File: src/rtl/regfile_wb_arbiter.sv
// Round-robin writeback arbiter for the shared register-file write port.
// It drives a registered, width-masked write port and keeps the pending-write scoreboard.
module regfile_wb_arbiter #(
  parameter int NUM_REQ   = 3,
  parameter int DATA_W    = 24,
  parameter int IDX_W     = 5,
  parameter int SHORT_W   = 16,
  parameter int LONG_BASE = 28
) (
  input  logic                       clk,
  input  logic                       rst_n,
  input  logic [NUM_REQ-1:0]         req_valid,
  output logic [NUM_REQ-1:0]         req_ready,
  input  logic [NUM_REQ*IDX_W-1:0]   req_index,
  input  logic [NUM_REQ*DATA_W-1:0]  req_data,
  input  logic                       reserve_valid,
  input  logic [IDX_W-1:0]           reserve_index,
  output logic                       write_enable,
  output logic [IDX_W-1:0]           write_index,
  output logic [DATA_W-1:0]          write_data,
  output logic [31:0]                pend_mask,
  output logic [1:0]                 grant_id
);

  localparam int PTR_W = (NUM_REQ > 1) ? $clog2(NUM_REQ) : 1;

  logic [PTR_W-1:0]  rr_ptr_q, rr_ptr_d;
  logic              write_enable_q, write_enable_d;
  logic [IDX_W-1:0]  write_index_q, write_index_d;
  logic [DATA_W-1:0] write_data_q, write_data_d;
  logic [31:0]       pend_q, pend_d;
  logic [1:0]        grant_id_q, grant_id_d;

  logic              gnt_any_s;
  logic [PTR_W-1:0]  gnt_idx_s;
  logic [PTR_W:0]    sum_s;
  logic [PTR_W-1:0]  cand_s;
  logic              hit_s;
  logic [IDX_W-1:0]  sel_index_s;
  logic [DATA_W-1:0] sel_data_s;

  // Rotating priority search starting at rr_ptr; nothing is granted while in reset.
  always_comb begin
    gnt_any_s = 1'b0;
    gnt_idx_s = '0;
    sum_s     = '0;
    cand_s    = '0;
    hit_s     = 1'b0;
    for (int k = 0; k < NUM_REQ; k++) begin
      sum_s     = {1'b0, rr_ptr_q} + (PTR_W+1)'(k);
      cand_s    = (sum_s >= (PTR_W+1)'(NUM_REQ)) ? PTR_W'(sum_s - (PTR_W+1)'(NUM_REQ))
                                                 : sum_s[PTR_W-1:0];
      hit_s     = rst_n && !gnt_any_s && req_valid[cand_s];
      gnt_idx_s = hit_s ? cand_s : gnt_idx_s;
      gnt_any_s = gnt_any_s | hit_s;
    end
  end

  // One-hot ready for the granted requester.
  always_comb begin
    req_ready = '0;
    for (int k = 0; k < NUM_REQ; k++) begin
      req_ready[k] = gnt_any_s && (gnt_idx_s == PTR_W'(k));
    end
  end

  assign sel_index_s = req_index[int'(gnt_idx_s)*IDX_W +: IDX_W];
  assign sel_data_s  = req_data[int'(gnt_idx_s)*DATA_W +: DATA_W];

  // Next state of the write stage, pointer and scoreboard.
  always_comb begin
    rr_ptr_d       = rr_ptr_q;
    write_enable_d = 1'b0;
    write_index_d  = write_index_q;
    write_data_d   = write_data_q;
    grant_id_d     = grant_id_q;
    pend_d         = pend_q;
    if (gnt_any_s) begin
      rr_ptr_d       = (gnt_idx_s == PTR_W'(NUM_REQ-1)) ? '0 : gnt_idx_s + PTR_W'(1);
      write_enable_d = 1'b1;
      write_index_d  = sel_index_s;
      write_data_d   = (sel_index_s < IDX_W'(LONG_BASE)) ? DATA_W'(sel_data_s[SHORT_W-1:0])
                                                         : sel_data_s;
      grant_id_d     = 2'(gnt_idx_s);
      pend_d[sel_index_s] = 1'b0;
    end else begin
      write_enable_d = 1'b0;
    end
    // Applied after the clear so a fresh reservation of the written index survives.
    if (reserve_valid) begin
      pend_d[reserve_index] = 1'b1;
    end else begin
      pend_d = pend_d;
    end
  end

  // State registers with synchronous active-low reset.
  always_ff @(posedge clk) begin
    if (!rst_n) begin
      rr_ptr_q       <= '0;
      write_enable_q <= 1'b0;
      write_index_q  <= '0;
      write_data_q   <= '0;
      grant_id_q     <= 2'd0;
      pend_q         <= 32'd0;
    end else begin
      rr_ptr_q       <= rr_ptr_d;
      write_enable_q <= write_enable_d;
      write_index_q  <= write_index_d;
      write_data_q   <= write_data_d;
      grant_id_q     <= grant_id_d;
      pend_q         <= pend_d;
    end
  end

  assign write_enable = write_enable_q;
  assign write_index  = write_index_q;
  assign write_data   = write_data_q;
  assign pend_mask    = pend_q;
  assign grant_id     = grant_id_q;

endmodule

File: config.mk
export PLATFORM = sky130hd
export DESIGN_NAME = regfile_wb_arbiter
export DESIGN_NICKNAME = d
export VERILOG_FILES = /design/src/rtl/regfile_wb_arbiter.sv
export SDC_FILE = /design/constraint.sdc
export NUM_CORES = 1
export LEC_CHECK = 0
export CORE_ASPECT_RATIO = 0.6
export CORE_MARGIN = 10
export CORE_UTILIZATION = 40
export DETAILED_ROUTE_END_ITERATION = 16
export PLACE_DENSITY = 0.8
export SETUP_SLACK_MARGIN = 0.3
export SLEW_MARGIN = 20
export SYNTH_ARGS = -nofsm -noshare
export SYNTH_HDL_FRONTEND = slang
export SYNTH_SLANG_ARGS = --single-unit
File: constraint.sdc
create_clock -name clk -period 3.8 [get_ports clk]
set_clock_uncertainty 0.15 [all_clocks]
set_input_delay 0.57 -clock clk [delete_from_list [all_inputs] [get_ports clk]]
set_output_delay 0.57 -clock clk [all_outputs]
set_load 0.02 [all_outputs]
After elaboration in Yosys (flattened, before gate mapping)
Index checks and enable logic that the tools add are counted.

Flip-flop bits (word level): 66. Input port bits: 98. Output and inout port bits: 67. Logic and storage cells: 68.

Add/subtract/negate cells: 6. $mul: 2. $lt $le $gt $ge: 11. Equal/unequal tests: 2. Shift-type cells: 2. Muxes and demuxes: 21. Bitwise gates (word level): 5. Reduce and logical (&&, ||, !) cells: 13.

Operators with widths (number): $shiftx A72 B8 Y24 (1); $mux W32 (2); $and A32 B32 Y32 (1); $not A32 Y32 (1); $or A32 B32 Y32 (1); $mux W24 (1); $shiftx A15 B6 Y5 (1); $mux W2 (7); $lt A5 B6 Y1 const B (2); $demux W1 S5 (2); $ge A5 B1 Y1 const B (2); $logic_and A1 B1 Y1 (10); $lt A2 B3 Y1 const B (3); $bmux W1 S2 (3); $ge A3 B2 Y1 const B (2); $mux W1 (6); $sub A2 B2 Y2 const B (3); $lt A5 B5 Y1 const B (1); $mul A2 B3 Y5 const B (1); $mul A2 B2 Y4 const B (1); $add A2 B1 Y3 const B (1); $add A2 B2 Y3 const B (1); $add A2 B1 Y2 const B (1); $eq A2 B1 Y1 const B (1); 5 further kinds (7).

Depth between registers and ports, before layout
Gate-level depths: netlist of the first run.

Depth in word-level cells: 24. Gate-level depth with buffers: 13. Depth with buffers taken out: 10.

Worst setup path before layout of the first run
OpenSTA, ideal clock, no wires.

Path kind: reg2out. Start: reg rr_ptr_q[0]. End: out req_ready[2]. Arrival: 2.203 ns. Required time: 3.080 ns. Slack: 0.877 ns. Cell stages (with the launch flop): 10. Cell sequence: dfxtp_1 > inv_1 > ha_1 > nand2b_1 > a21boi_0 > o211ai_2 > inv_2 > buf_2 > buf_2 > buf_1.

Longest elaborated chain between the ends: 15. Elaborated cells between the ends (all ways): 31. Classes of those cells: add/sub (5); order compare (3); eq/ne (1); mux (12); bitwise (2); reduce/logical (8).

Ends and longest elaborated chain: start, declared (RTL line 27) `logic [PTR_W-1:0] rr_ptr_q, rr_ptr_d;`; start signal, assigned (RTL line 107) `rr_ptr_q <= rr_ptr_d;`; branches (longest 14 deep; another with $add A2 B1 Y3); $logic_and A1 B1 Y1 (*) (RTL line 63) `req_ready[k] = gnt_any_s && (gnt_idx_s == PTR_W'(k));`; end, declared (RTL line 13) `output logic [NUM_REQ-1:0] req_ready,`.

Every way passes the cells marked *. The select of a mux whose other input is x is not followed.

Worst setup path in the final report of the first run
Start: reg rr_ptr_q[0]. End: reg pend_q[15], in the netlist pend_mask[15].

Longest elaborated chain between the ends: 24. Elaborated cells between the ends (all ways): 41. Classes of those cells: add/sub (5); mul (1); order compare (5); shift (1); mux (16); bitwise (5); reduce/logical (8).

Ends and longest elaborated chain: branches (longest 21 deep; another with $mul A2 B3 Y5); $mux W32 (*) (RTL line 78) `if (gnt_any_s) begin`; $or A32 B32 Y32 (no line); $mux W32 (*) (RTL line 90) `if (reserve_valid) begin`; end signal, assigned (RTL line 112) `pend_q <= pend_d;`; end, declared (RTL line 31) `logic [31:0] pend_q, pend_d;`.

Marked as above. A chain may end at the register's enable or synchronous reset.

==> flow_metrics.py, run 1 <==
metrics = {
    "run_status": {
        "status": "completed",
    },
    "synthesis": {
        "synth_edf_count": 0,
        "yosys.area.top_type": "dfxtp_1",
        "synth.net_count": 493,
        "synthCells": 392,
        "synth_cell_types": 52,
        "netlist.area_leader.share_pct": 40.3,
        "ys_seq_elements": 66,
        "yosys_warnings": 0,
        "async_flop_share_pct": 0,
        "seq_area_frac_synth_pct": 40.3,
        "yosys-top-cells-area": "dfxtp_1, nand2_1, a222oi_1",
        "ys_top_cells_by_count": "dfxtp_1, nand2_1, a21oi_1, nor4_1, o22ai_1",
        "syn_area_per_cell_um2": 8.36,
        "synth_flop_cell": "dfxtp_1",
        "synth_area_mm2": 0.00328,
        "yosysMostFrequentCell": "dfxtp_1",
    },
    "sta": {
        "slew-limit-headroom_pct": 41.1,
        "fmax_ghz": 0.292,
        "worst_slack_ns": 0.378,
        "setup-tns-final_ns": 0,
        "min_period_ns": 3.42,
        "slew_viol_final": 0,
        "rsz0062_at_grt": "yes",
        "setup_viol": 0,
        "tightest_slew_ns": 0.884,
        "hold_viol": 0,
        "fin_crit_sh_pct": 90.1,
    },
    "setup_path": {
        "r2r_start": "rr_ptr_q[0]",
        "cp_max_fo": 22,
        "worst_ep_required_time_ns": 3.84,
        "crit_type": "reg2reg",
        "crit_start": "rr_ptr_q[0]",
        "critPathLaunchType": "flop",
        "cp-end-kind": "flop",
        "critPathArrivalTime_ns": 3.46,
    },
    "clock_network": {
        "numClockSinks": 66,
        "cts_root_buffer": "clkbuf_16",
        "cts_tree": "yes",
        "clkTransAtPathRegs_ns": 0.05,
        "cts_made_buffers": 9,
        "clk_latency_ns": 0.32,
        "h-tree-depth": 3,
        "cts_setup_buffers": 0,
        "cts.hold.buffers_added": 0,
        "cts_buffer_depth": 2,
        "cts_resized": 0,
    },
    "global_routing": {
        "grt_pass1_wl_um": 21100,
        "overflow": 0,
        "antenna_found_initial": 0,
        "grt_pass1_vias": 3793,
        "groute.usage.overall_pct": 21.3,
        "grt_start_max_net_pins": 38,
    },
    "layout": {
        "drive_above_1_share_pct": 9.12,
        "diodes": 0,
        "n_fill_cell": 633,
        "stdcell_area_mm2": 0.00537,
        "fin_nets": 656,
        "area_growth_pct": 63.9,
    },
    "route": {
        "post_drt_via_cell_ratio": 5.91,
        "drc": 0,
        "ant_nets": 0,
        "drt_first_pass_iters": 8,
        "wire_per_inst_um": 20.8,
        "drt_iter0_markers": 431,
        "dr_total_vias": 3944,
        "wirelength_um": 13800,
    },
    "place": {
        "place_congestion": 0.969,
        "pre_cts_ws_ns": 0.334,
        "portBuffers": 164,
        "placed_cell_area_mm2": 0.00507,
        "dpl.hpwl_um": 10600,
    },
    "floorplan": {
        "io_pins": 165,
        "row_count": 25,
        "floorplan.initialDensity_pct": 41.4,
        "die_h_um": 90.1,
        "die_w_um": 137,
        "die_area_mm2": 0.0123,
        "core-area_mm2": 0.00791,
    },
    "power_and_ir_drop": {
        "peakVddDrop_v": 0.000312,
        "leakagePower_nw": 1.91,
        "powerDensity_mw_per_mm2": 494,
        "finalPower_mw": 2.65,
    },
    "run": {
        "cap_violations": 0,
    },
    "min_path": {
        "hold_path.class": "reg2reg",
        "worstHoldStart": "write_data[1]",
    },
}
-- area by class of cell --
class	count	area (um2)	share of cell area, %
Sequential cell	66	1320	24.6
Multi-Input combinational cell	286	1780	33.2
Clock buffer	13	280	5.22
Tap cell	108	135	2.52
Timing Repair Buffer	184	1810	33.7
Clock inverter	2	10.0	0.186
Inverter	8	31.3	0.582
-- path summary, 6_finish.rpt --
kind / end / cells past startpoint / slack [ns]
min: write_data[1] / 2 / 0.30
max reg2reg: pend_mask[15] / 10 / 0.38
min reg2reg: write_data[1] / 2 / 0.30
max: pend_mask[15] / 10 / 0.38
-- layer usage --
layer / GRT usage [%] / up-vias / part of all wire [%]
li1: - / 1818 / -
met1: 27.1 / 1877 / 42
met2: 33.7 / 222 / 47
met3: 6.39 / 27 / 9.4
met4: 6.21 / 0 / 2.0
met5: 0 / - / 0
-- cells in the final DEF (no fill, tap or decap), types with 4 or more instances in the layout --
| cell | instances |
|---|---|
| clkdlybuf4s50_1 | 162 |
| dfxtp_1 | 66 |
| nand2_1 | 65 |
| a21oi_1 | 33 |
| nor4_1 | 28 |
| o22ai_1 | 27 |
| nor2_1 | 24 |
| a222oi_1 | 19 |
| buf_4 | 19 |
| mux2i_1 | 13 |
| clkbuf_16 | 9 |
| or3_1 | 8 |
| o21ai_0 | 6 |
| inv_1 | 5 |
| o211ai_1 | 5 |
| a31oi_1 | 4 |
| nand3_1 | 4 |
| nand3b_1 | 4 |
| clkbuf_8 | 4 |
-- sequential cells by signal, summed over array words and instances, names as in the netlist --
signal,count
grant_id,2
pend_mask,32
rr_ptr_q,2
write_data,24
write_enable,1
write_index,5
-- stage by stage --
| stage | util (%) | hold WS [ns] | instances |
|---|---|---|---|
| floorplan | - | 0.335 | 392 |
| global placement | 64.1 | 0.292 | 652 |
| detailed placement | 64.1 | 0.300 | 652 |
| CTS | 67.8 | 0.305 | 667 |
| global route | 67.9 | 0.333 | 667 |
| finish | 67.9 | 0.300 | 667 |
-- worst max-delay path, cell delays in order, from the launching register on --
cell and delay [ns]:
dfxtp_1 0.38, inv_1 0.06, ha_1 0.39, nor2b_1 0.17, o21a_1 0.17, o211ai_2 0.21
clkinv_2 0.30, buf_12 0.26, o311a_1 0.63, nor4_1 0.43, o22ai_1 0.12
-- cell families after synthesis --
logic type,after synthesis,synth area share (%)
AND/OR/NAND/NOR,157,23.9
AO/OA/AOI/OAI,113,25.1
flip-flops,66,40.3
buffers and inverters,40,5.57
multiplexers,13,3.97
adder cells (fa/ha/maj),3,1.15
-- power breakdown --
group          switching [mW]  internal, mW
Combinational           0.588         0.456
Clock                   0.291         0.507
Sequential             0.0438         0.766
Power figures use the tool's default switching activity.
==> inputs of run 2 (changes only) <==
HOLD_SLACK_MARGIN = 0.05   (was not set)
==> results of run 2 <==
Final layout, timing and power as in run 1 (identical DEF).
